[config.mk]
export PLATFORM = sky130hd
export DESIGN_NAME = cnt_threshold_monitor
export DESIGN_NICKNAME = d
export VERILOG_FILES = /design/src/rtl/cnt_threshold_monitor.sv
export SDC_FILE = /design/constraint.sdc
export NUM_CORES = 1
export LEC_CHECK = 0
export BUFFER_PORTS_ARGS = -buffer_cell sky130_fd_sc_hd__buf_2
export CAP_MARGIN = 20
export CORE_ASPECT_RATIO = 1.2
export CORE_UTILIZATION = 45
export CTS_BUF_LIST = sky130_fd_sc_hd__clkbuf_8
export CTS_CLUSTER_SIZE = 8
export DETAILED_ROUTE_END_ITERATION = 8
export GPL_ROUTABILITY_DRIVEN = 0
export RECOVER_POWER = 100
export REMOVE_ABC_BUFFERS = 1
export SETUP_SLACK_MARGIN = 0.2
export SLEW_MARGIN = 20
export SYNTH_ARGS = -nofsm -noshare
export SYNTH_HDL_FRONTEND = slang
export SYNTH_SLANG_ARGS = --single-unit
[constraint.sdc]
create_clock -name clk -period 7.7 [get_ports clk]
set_input_delay 0.385 -clock clk [delete_from_list [all_inputs] [get_ports clk]]
set_output_delay 0.385 -clock clk [all_outputs]
set_load 0.02 [all_outputs]
[src/rtl/cnt_threshold_monitor.sv]
// Classifies each counter against lo/hi thresholds, queues one region-change event per
// counter and reports pending events round-robin over a valid/ready handshake.
// state   | meaning
// IDLE    | no event presented
// PRESENT | evt_* valid, waiting for evt_ready
module cnt_threshold_monitor #(
  parameter int NUM_CNT = 8,
  parameter int CNT_W   = 5,
  parameter int ADDR_W  = 3,
  parameter int DROP_W  = 8
) (
  input  logic              clk,
  input  logic              rst_n,
  input  logic [CNT_W-1:0]  cnt [0:NUM_CNT-1],
  input  logic              en,
  input  logic [CNT_W-1:0]  hi_thresh,
  input  logic [CNT_W-1:0]  lo_thresh,
  output logic              evt_valid,
  input  logic              evt_ready,
  output logic [ADDR_W-1:0] evt_addr,
  output logic [1:0]        evt_type,
  output logic [CNT_W-1:0]  evt_value,
  output logic [DROP_W-1:0] drop_cnt,
  output logic              cfg_err
);

  localparam logic [1:0] RG_NORM = 2'b00;
  localparam logic [1:0] RG_HIGH = 2'b01;
  localparam logic [1:0] RG_LOW  = 2'b10;

  typedef enum logic {IDLE, PRESENT} state_t;
  state_t state, state_nxt;

  logic [1:0]        region    [NUM_CNT];
  logic [1:0]        cls       [NUM_CNT];
  logic [1:0]        slot_type [NUM_CNT];
  logic [CNT_W-1:0]  slot_val  [NUM_CNT];
  logic [NUM_CNT-1:0] slot_full, cap, drop;
  logic [ADDR_W-1:0] rr_ptr, base, sel_idx;
  logic              sel_found, load, evt_clear, primed;
  logic [DROP_W:0]   drop_sum;
  logic [DROP_W-1:0] drop_nxt;

  always_comb begin
    for (int i = 0; i < NUM_CNT; i++) begin
      if (cnt[i] >= hi_thresh)      cls[i] = RG_HIGH;
      else if (cnt[i] <= lo_thresh) cls[i] = RG_LOW;
      else                          cls[i] = RG_NORM;
      cap[i] = en && primed && !cfg_err && (cls[i] != RG_NORM) && (cls[i] != region[i]);
    end
  end

  // While presenting, evt_addr becomes rr_ptr on handshake, so search from it directly
  always_comb begin
    base      = (state == PRESENT) ? evt_addr : rr_ptr;
    sel_found = 1'b0;
    sel_idx   = '0;
    for (int k = 1; k <= NUM_CNT; k++) begin
      if (!sel_found && slot_full[(int'(base) + k) % NUM_CNT]) begin
        sel_found = 1'b1;
        sel_idx   = ADDR_W'((int'(base) + k) % NUM_CNT);
      end
    end
  end

  always_ff @(posedge clk or negedge rst_n) begin
    if (!rst_n) state <= IDLE;
    else        state <= state_nxt;
  end

  always_comb begin
    state_nxt = state;
    case (state)
      IDLE:    if (sel_found) state_nxt = PRESENT;
      PRESENT: if (evt_ready && !sel_found) state_nxt = IDLE;
      default: state_nxt = IDLE;
    endcase
  end

  always_comb begin
    load      = sel_found && ((state == IDLE) || evt_ready);
    evt_clear = (state == PRESENT) && evt_ready && !sel_found;
  end

  // A slot being unloaded this cycle is free for a new capture without a drop
  always_comb begin
    drop_sum = {1'b0, drop_cnt};
    for (int i = 0; i < NUM_CNT; i++) begin
      drop[i]  = cap[i] && slot_full[i] && !(load && (sel_idx == ADDR_W'(i)));
      drop_sum = drop_sum + (DROP_W+1)'(drop[i]);
    end
    drop_nxt = drop_sum[DROP_W] ? '1 : drop_sum[DROP_W-1:0];
  end

  always_ff @(posedge clk or negedge rst_n) begin
    if (!rst_n) begin
      primed    <= 1'b0;
      slot_full <= '0;
      drop_cnt  <= '0;
      cfg_err   <= 1'b0;
      for (int i = 0; i < NUM_CNT; i++) begin
        region[i]    <= RG_NORM;
        slot_type[i] <= 2'b00;
        slot_val[i]  <= '0;
      end
    end else begin
      primed   <= en;
      cfg_err  <= (lo_thresh >= hi_thresh);
      drop_cnt <= drop_nxt;
      for (int i = 0; i < NUM_CNT; i++) begin
        if (en) region[i] <= cls[i];
        if (cap[i]) begin
          slot_full[i] <= 1'b1;
          slot_type[i] <= cls[i];
          slot_val[i]  <= cnt[i];
        end else if (load && (sel_idx == ADDR_W'(i))) begin
          slot_full[i] <= 1'b0;
        end
      end
    end
  end

  always_ff @(posedge clk or negedge rst_n) begin
    if (!rst_n) begin
      evt_valid <= 1'b0;
      evt_addr  <= '0;
      evt_type  <= 2'b00;
      evt_value <= '0;
      rr_ptr    <= ADDR_W'(NUM_CNT - 1);
    end else begin
      if ((state == PRESENT) && evt_ready) rr_ptr <= evt_addr;
      if (load) begin
        evt_valid <= 1'b1;
        evt_addr  <= sel_idx;
        evt_type  <= slot_type[sel_idx];
        evt_value <= slot_val[sel_idx];
      end else if (evt_clear) begin
        evt_valid <= 1'b0;
      end
    end
  end

endmodule

==> results.cfg, run 1 <==
[setup_path]
r2r-start = state
cp_endpoint_kind = flop
critical_path.top_delay_family = adder cells
timing.critical_path.arrival_ns = 7.35
crit-reg2reg-capture = drop_cnt[5]
crit_path_frequent_cell = fa_1
cp_cell_sequence = mux2i_4 -> inv_2 -> ha_1 -> xnor2_1 -> mux4_2 -> and3_1 -> o211ai_1 -> o22a_1 -> nand2_1 -> nor3_1 -> nor3_1 -> fa_1 -> inv_1 -> fa_1 -> inv_1 -> fa_1 -> inv_1 -> fa_1 -> inv_1 -> fa_1 -> a21o_1 -> a21oi_1 -> nand4bb_1 -> o21ai_0
critPathMaxFanout = 18
reg2regPathDepth = 24
max_stage_delay_ns = 0.70
criticalPathCategory = flop to flop
critical_path.endpoint = drop_cnt[5]
cp.depth = 24
worstPathBufferInverterCount = 5
cell_type_of_the_slowest_stage_on_the_worst_timing_path = mux4_2
critical_path_required_ns = 7.97
worstSetupStartpoint = state
crit_path_start_kind = flop
r2r_setup_slack_ns = 0.63

[die]
design.portCount = 74
die_width_um = 125
initial_cell_density_of_the_core_pct = 46.4
floorplan.die.height_um = 150
placementRows = 53
fp.coreArea_sq_um = 17600
floorplan.die_area_sq_um = 18700

[global_routing]
grt_pass1_wl_um = 35300
globalRoute.totalOverflow = 0
number_of_global_route_vias_before_repair = 6578
largest_net_degree_at_the_start_of_global_routing = 61
antenna_found_initial = 0
gr_usage_total_pct = 24.6

[sta]
shortest_clock_period_the_worst_path_allows_after_layout_ns = 7.07
finClkSkew_ns = 0.00785
slew-limit-headroom_pct = -110
setup_viol = 0
final-max-slew-violation-count = 182
least_margin_pin_slew_ns = 3.15
finalHoldViolations = 0
fmax_mhz = 141
timing.final.crit_share_pct = 91.9
timing.setup.tns_ns = 0
rsz0062_at_grt = false

[routing]
drc = 2
wl_um = 22200
vias = 6823
vias_per_cell = 5.90
initialDrtViolationCount = 471
number_of_nets_with_antenna_violations_after_routing = 0
drt-pass1-iter-count = 9
routed_wire_length_per_instance_um = 19.2

[layout]
layout.cells.most_common = dfrtp_1
final_layout_size_suffix_gt1_share_pct = 16.7
area_growth_pct = 10.4
insertedDiodeCount = 0
layout.nets = 1083
finish.utilization_pct = 51.2
most-common-layout-cells = dfrtp_1 (101), ha_1 (93), inv_1 (69)

[synth]
synth.top_cells.by_area = dfrtp_1 (31%), ha_1 (14%), mux2_2 (6.5%)
synth.cell_area_sq_um = 8190
ys_ff_latch = 105
synth_enable_flop_cells = 0
synth_compound_gate_area_share_pct = 23.7
synth_mux_area_share_pct = 11.1
synth-seq-area-share_pct = 32.1
synthesis.yosys.warnings = 0
ys_types = 70
synth_xor_area_share_pct = 0.535
top_cell_type_s_share_of_synthesized_area_pct = 31.2
ys_async_sr_fraction_pct = 100
synth_top_cell_by_area = dfrtp_1
syn_avg_cell_area_sq_um = 9.56
synth_simple_gate_area_share_pct = 12.4
synthesis.instances = 857
synth_top_family_by_area = compound AO/OA/AOI/OAI gates
dominantRegCellSynth = dfrtp_1
synth_adder_area_share_pct = 15.4

[placed_design]
place_hpwl_um = 17100
io_buffers = 73

[clock_network]
htree_levels = 3
clock_insertion_delay_worst_skew_ns = 0.39
clkSinkCount = 105
root_buffer = clkbuf_8
numCtsBuffers = 9
cts_tree = yes
clkTransAtPathRegs_ns = 0.10
clock_tree.buffer_depth = 2

[status]
violations = DRC, capacitance limit, slew limit
result_of_the_run = finished with violations

[power]
p_leak_nw = 4.28
vdd.ir_drop.worst_v = 0.000327
power_density_nw_per_um2 = 450

[hold_path]
timing.hold.worst.class = primary input to flop

[run]
max_cap_violations = 4
## registers in the layout, summed over array words and instances, names as in the netlist
signal	count
slot_type	16
primed	1
slot_full	8
evt_valid	1
evt_value	5
cfg_err	1
drop_cnt	8
state	1
evt_type	2
slot_val	40
evt_addr	3
rr_ptr	3
region	16
## cell usage after synthesis (all sizes together) (9+ instances only)
cell type,count
o21a,14
inv,68
clkbuf,22
or2,9
nor2,29
dfrtp,102
a21o,39
nand2,45
nand4,14
buf,11
nand2b,13
nor2b,22
mux2,47
o21ai,64
ha,93
mux2i,20
and3,22
a21boi,16
a21oi,54
nor3,15
## final cells by class
cell class	count	area, sq um
sequential	105	2630
inverter	68	255
tap	220	275
clock buffer	11	151
timing repair buffer	96	488
multi-input combinational	651	5160
clock inverter	5	72.6
fill	1711	8600
## worst min-delay path by stage
stage | startpoint | end | depth (start not counted) | slack, ns
CTS | cnt[35] | slot_val[35] | 2 | 0.25
finish | cnt[15] | slot_val[15] | 2 | 0.25
global placement | rst_n | drop_cnt[4] | 1 | 0.43
global route | cnt[15] | slot_val[15] | 2 | 0.25
detailed placement | rst_n | drop_cnt[5] | 1 | 0.43
floorplan | rst_n | cfg_err | 0 | 0.09
## worst register-to-register path: stages (launching register included)
cell,delay (ns)
dfrtp_2,0.54
mux2i_4,0.39
inv_2,0.22
ha_1,0.25
xnor2_1,0.34
mux4_2,0.70
and3_1,0.24
o211ai_1,0.29
o22a_1,0.22
nand2_1,0.20
nor3_1,0.27
nor3_1,0.10
fa_1,0.49
inv_1,0.05
fa_1,0.52
inv_1,0.05
fa_1,0.46
inv_1,0.08
fa_1,0.15
inv_1,0.06
fa_1,0.45
a21o_1,0.17
a21oi_1,0.29
nand4bb_1,0.29
o21ai_0,0.12
## what timing repair did
action | CTS | global route
setup endpoints to repair | 0 | 8
hold endpoints to repair | 7 | 0
buffers inserted | 0 | 2
hold buffers | 1 | 0
gates resized for setup | 0 | 1
## kinds of logic after synthesis
kind of cell / Yosys count
mux: 74
compound gates: 282
flops: 105
simple gates: 192
buf+inv: 101
fa+ha+maj: 98
xor+xnor: 5
## where the power goes
| part | internal (W) | switching [W] |
|---|---|---|
| clock network | 0.000198 | 0.000190 |
| registers | 0.000755 | 0.000183 |
| logic | 0.00108 | 0.00167 |
## through the flow
stage / cells / total power, W / hold WS, ns / setup WS (ns) / instance area [sq um]
2_1_floorplan: 824 / 0.00283 / 0.0894 / 0.223 / 8050
3_3_place_gp: 1137 / 0.00369 / 0.434 / 0.472 / 8850
3_5_place_dp: 1137 / 0.00369 / 0.433 / 0.409 / 8850
4_1_cts: 1154 / 0.00409 / 0.246 / 0.389 / 9080
5_1_grt: 1156 / 0.00438 / 0.254 / 0.131 / 9040
6_report: 1156 / 0.00407 / 0.255 / 0.627 / 9040
## per-layer routing
| layer | global-route usage [%] | up-vias | part of all wire (%) |
|---|---|---|---|
| li1 | - | 3351 | - |
| met1 | 32.1 | 3283 | 46 |
| met2 | 42.6 | 163 | 48 |
| met3 | 2.36 | 26 | 3.2 |
| met4 | 8.66 | 0 | 2.2 |
| met5 | 0 | - | 0 |
Power figures use the tool's default switching activity.
==> run 2, diff against run 1 <==
- RECOVER_POWER: 100 -> not set
==> run 2 against run 1 <==
The flow finishes with violations (DRC). Largest power group unchanged. Critical path type unchanged. Count of clock-buffer cells in the layout unchanged. First-iteration DRC count up 0.85%. Clock skew up 0.0015 ns. Sequential share of layout area down 0.19 points. Setup slack better by 0.055 ns. Cell area up 0.66%.
==> results.cfg, run 2 (same netlist as run 1, synthesis figures left out) <==
[status]
result_of_the_run = finished with violations
violations = DRC

[die]
floorplan.die.height_um = 150
initial_cell_density_of_the_core_pct = 46.4
placementRows = 53
design.portCount = 74
fp.coreArea_sq_um = 17600
die_width_um = 125
floorplan.die_area_sq_um = 18700

[layout]
insertedDiodeCount = 0
area_growth_pct = 11.1
reg_with_most_ffs = slot_val
layout.filler_cells = 1694
regArea_sq_um = 2630
layout.nets = 1083
reg_top3 = slot_val x40, region x16, slot_type x16
layout.cells.most_common = dfrtp_1
layout.cells.non_filler = 1156
largest_register_ffs = 40
most-common-layout-cells = dfrtp_1 (101), ha_1 (93), buf_2 (72)
final_layout_size_suffix_gt1_share_pct = 20.1
multiInputGateArea_sq_um = 5170
final_design_area_no_fill_sq_um = 9100

[global_routing]
globalRoute.totalOverflow = 0
antenna_found_initial = 0
grt_pass1_wl_um = 35300
number_of_global_route_vias_before_repair = 6578
largest_net_degree_at_the_start_of_global_routing = 61
gr_usage_total_pct = 24.6

[clock_network]
htree_levels = 3
clkTransAtPathRegs_ns = 0.10
clock_insertion_delay_worst_skew_ns = 0.39
clkSinkCount = 105
clock_tree.buffer_depth = 2
cts_tree = yes
root_buffer = clkbuf_8
numCtsBuffers = 9

[run]
max_cap_violations = 0

[hold_path]
startpoint_of_the_most_critical_hold_path = cnt[15]
hold-path-cell-count = 2
hold-path-endpoint = slot_val[15]
timing.hold.worst.class = primary input to flop

[sta]
least_margin_pin_slew_ns = 0.787
finalHoldViolations = 0
timing.final.crit_share_pct = 91.1
fin_worst_hold_slack_ns = 0.253
timing.setup.tns_ns = 0
fmax_mhz = 142
slew-limit-headroom_pct = 47.3
setup_viol = 0
rsz0062_at_grt = false
finClkSkew_ns = 0.00935
shortest_clock_period_the_worst_path_allows_after_layout_ns = 7.02
final-max-slew-violation-count = 0

[setup_path]
crit-reg2reg-capture = drop_cnt[5]
crit_path_start_kind = flop
r2r_setup_slack_ns = 0.68
critical_path_required_ns = 7.98
critPathMaxFanout = 12
criticalPathCategory = flop to flop
reg2regPathDepth = 23
r2r-start = state
cp_endpoint_kind = flop
timing.critical_path.arrival_ns = 7.29

[power]
seq_power_share_pct = 22.8
total_switching_power_w = 0.00204
p_clk_share_pct = 9.5
power.internal_w = 0.00206
comb_power_share_pct = 67.7
power_density_nw_per_um2 = 452
vdd.ir_drop.worst_v = 0.000334
p_leak_nw = 4.37
power.total_w = 0.00411
sw_frac_of_total_pct = 49.8

[placed_design]
post_dp_cell_area_sq_um = 8850
dp_cells = 1137
place_hpwl_um = 17100
io_buffers = 73

[routing]
initialDrtViolationCount = 475
routed_wire_length_per_instance_um = 19.2
drt-pass1-iter-count = 9
vias_per_cell = 5.90
drc = 2
wl_um = 22100
vias = 6818
number_of_nets_with_antenna_violations_after_routing = 0
## run 2: timing repair
action / CTS / global route
hold buffers: 1 / 0
gates resized for setup: 0 / 1
endpoints found under the setup margin: 0 / 8
buffers inserted: 0 / 2
endpoints found under the hold margin: 7 / 0
## run 2: final cells by class
cell class,count,area share (%)
Sequential cell,105,28.9
Multi-Input combinational cell,651,56.8
Clock buffer,11,1.66
Timing Repair Buffer,96,5.97
Tap cell,220,3.03
Clock inverter,5,0.798
Inverter,68,2.81
## run 2: per-stage QoR
step | utilization, % | worst slack (ns)
global route | 51.6 | 0.226
detailed placement | 50.2 | 0.409
global placement | 50.2 | 0.472
floorplan | - | 0.223
finish | 51.6 | 0.682
CTS | 51.5 | 0.389
## run 2: power by group through the flow
stage	Combinational (W)	Sequential [W]	Clock, W
after floorplan	0.00190	0.000928	0
after global placement	0.00274	0.000946	0
after detailed placement	0.00274	0.000946	0
after CTS	0.00275	0.000934	0.000400
after global routing	0.00304	0.000962	0.000414
final	0.00278	0.000938	0.000389
## run 2: how the worst max path moves through the flow
stage / startpoint / slack, ns / to / cells after the start
floorplan: state / 0.22 / drop_cnt[5] / 23
global placement: state / 0.47 / drop_cnt[5] / 23
detailed placement: state / 0.41 / drop_cnt[5] / 23
CTS: state / 0.39 / drop_cnt[5] / 23
global route: state / 0.23 / drop_cnt[5] / 23
finish: state / 0.68 / drop_cnt[5] / 23
## run 2: critical path: stages, from the launching register on
cell,delay [ns]
dfrtp_2,0.54
mux2i_2,0.48
ha_1,0.29
xnor2_1,0.27
mux4_2,0.68
o21ai_1,0.21
a31oi_1,0.18
o31ai_2,0.30
nand3_1,0.24
nand3b_1,0.24
and4_1,0.24
fa_1,0.50
inv_1,0.05
fa_1,0.52
inv_1,0.05
fa_1,0.46
inv_1,0.08
fa_1,0.15
inv_1,0.06
fa_1,0.45
a21o_1,0.17
a21oi_1,0.28
nand4bb_1,0.29
o21ai_0,0.12
## run 2: routing by layer
metal	share of wire, %	track usage (%)
met1	46	32.1
met2	48	42.6
met3	3.1	2.36
met4	2.0	8.66
met5	0	0
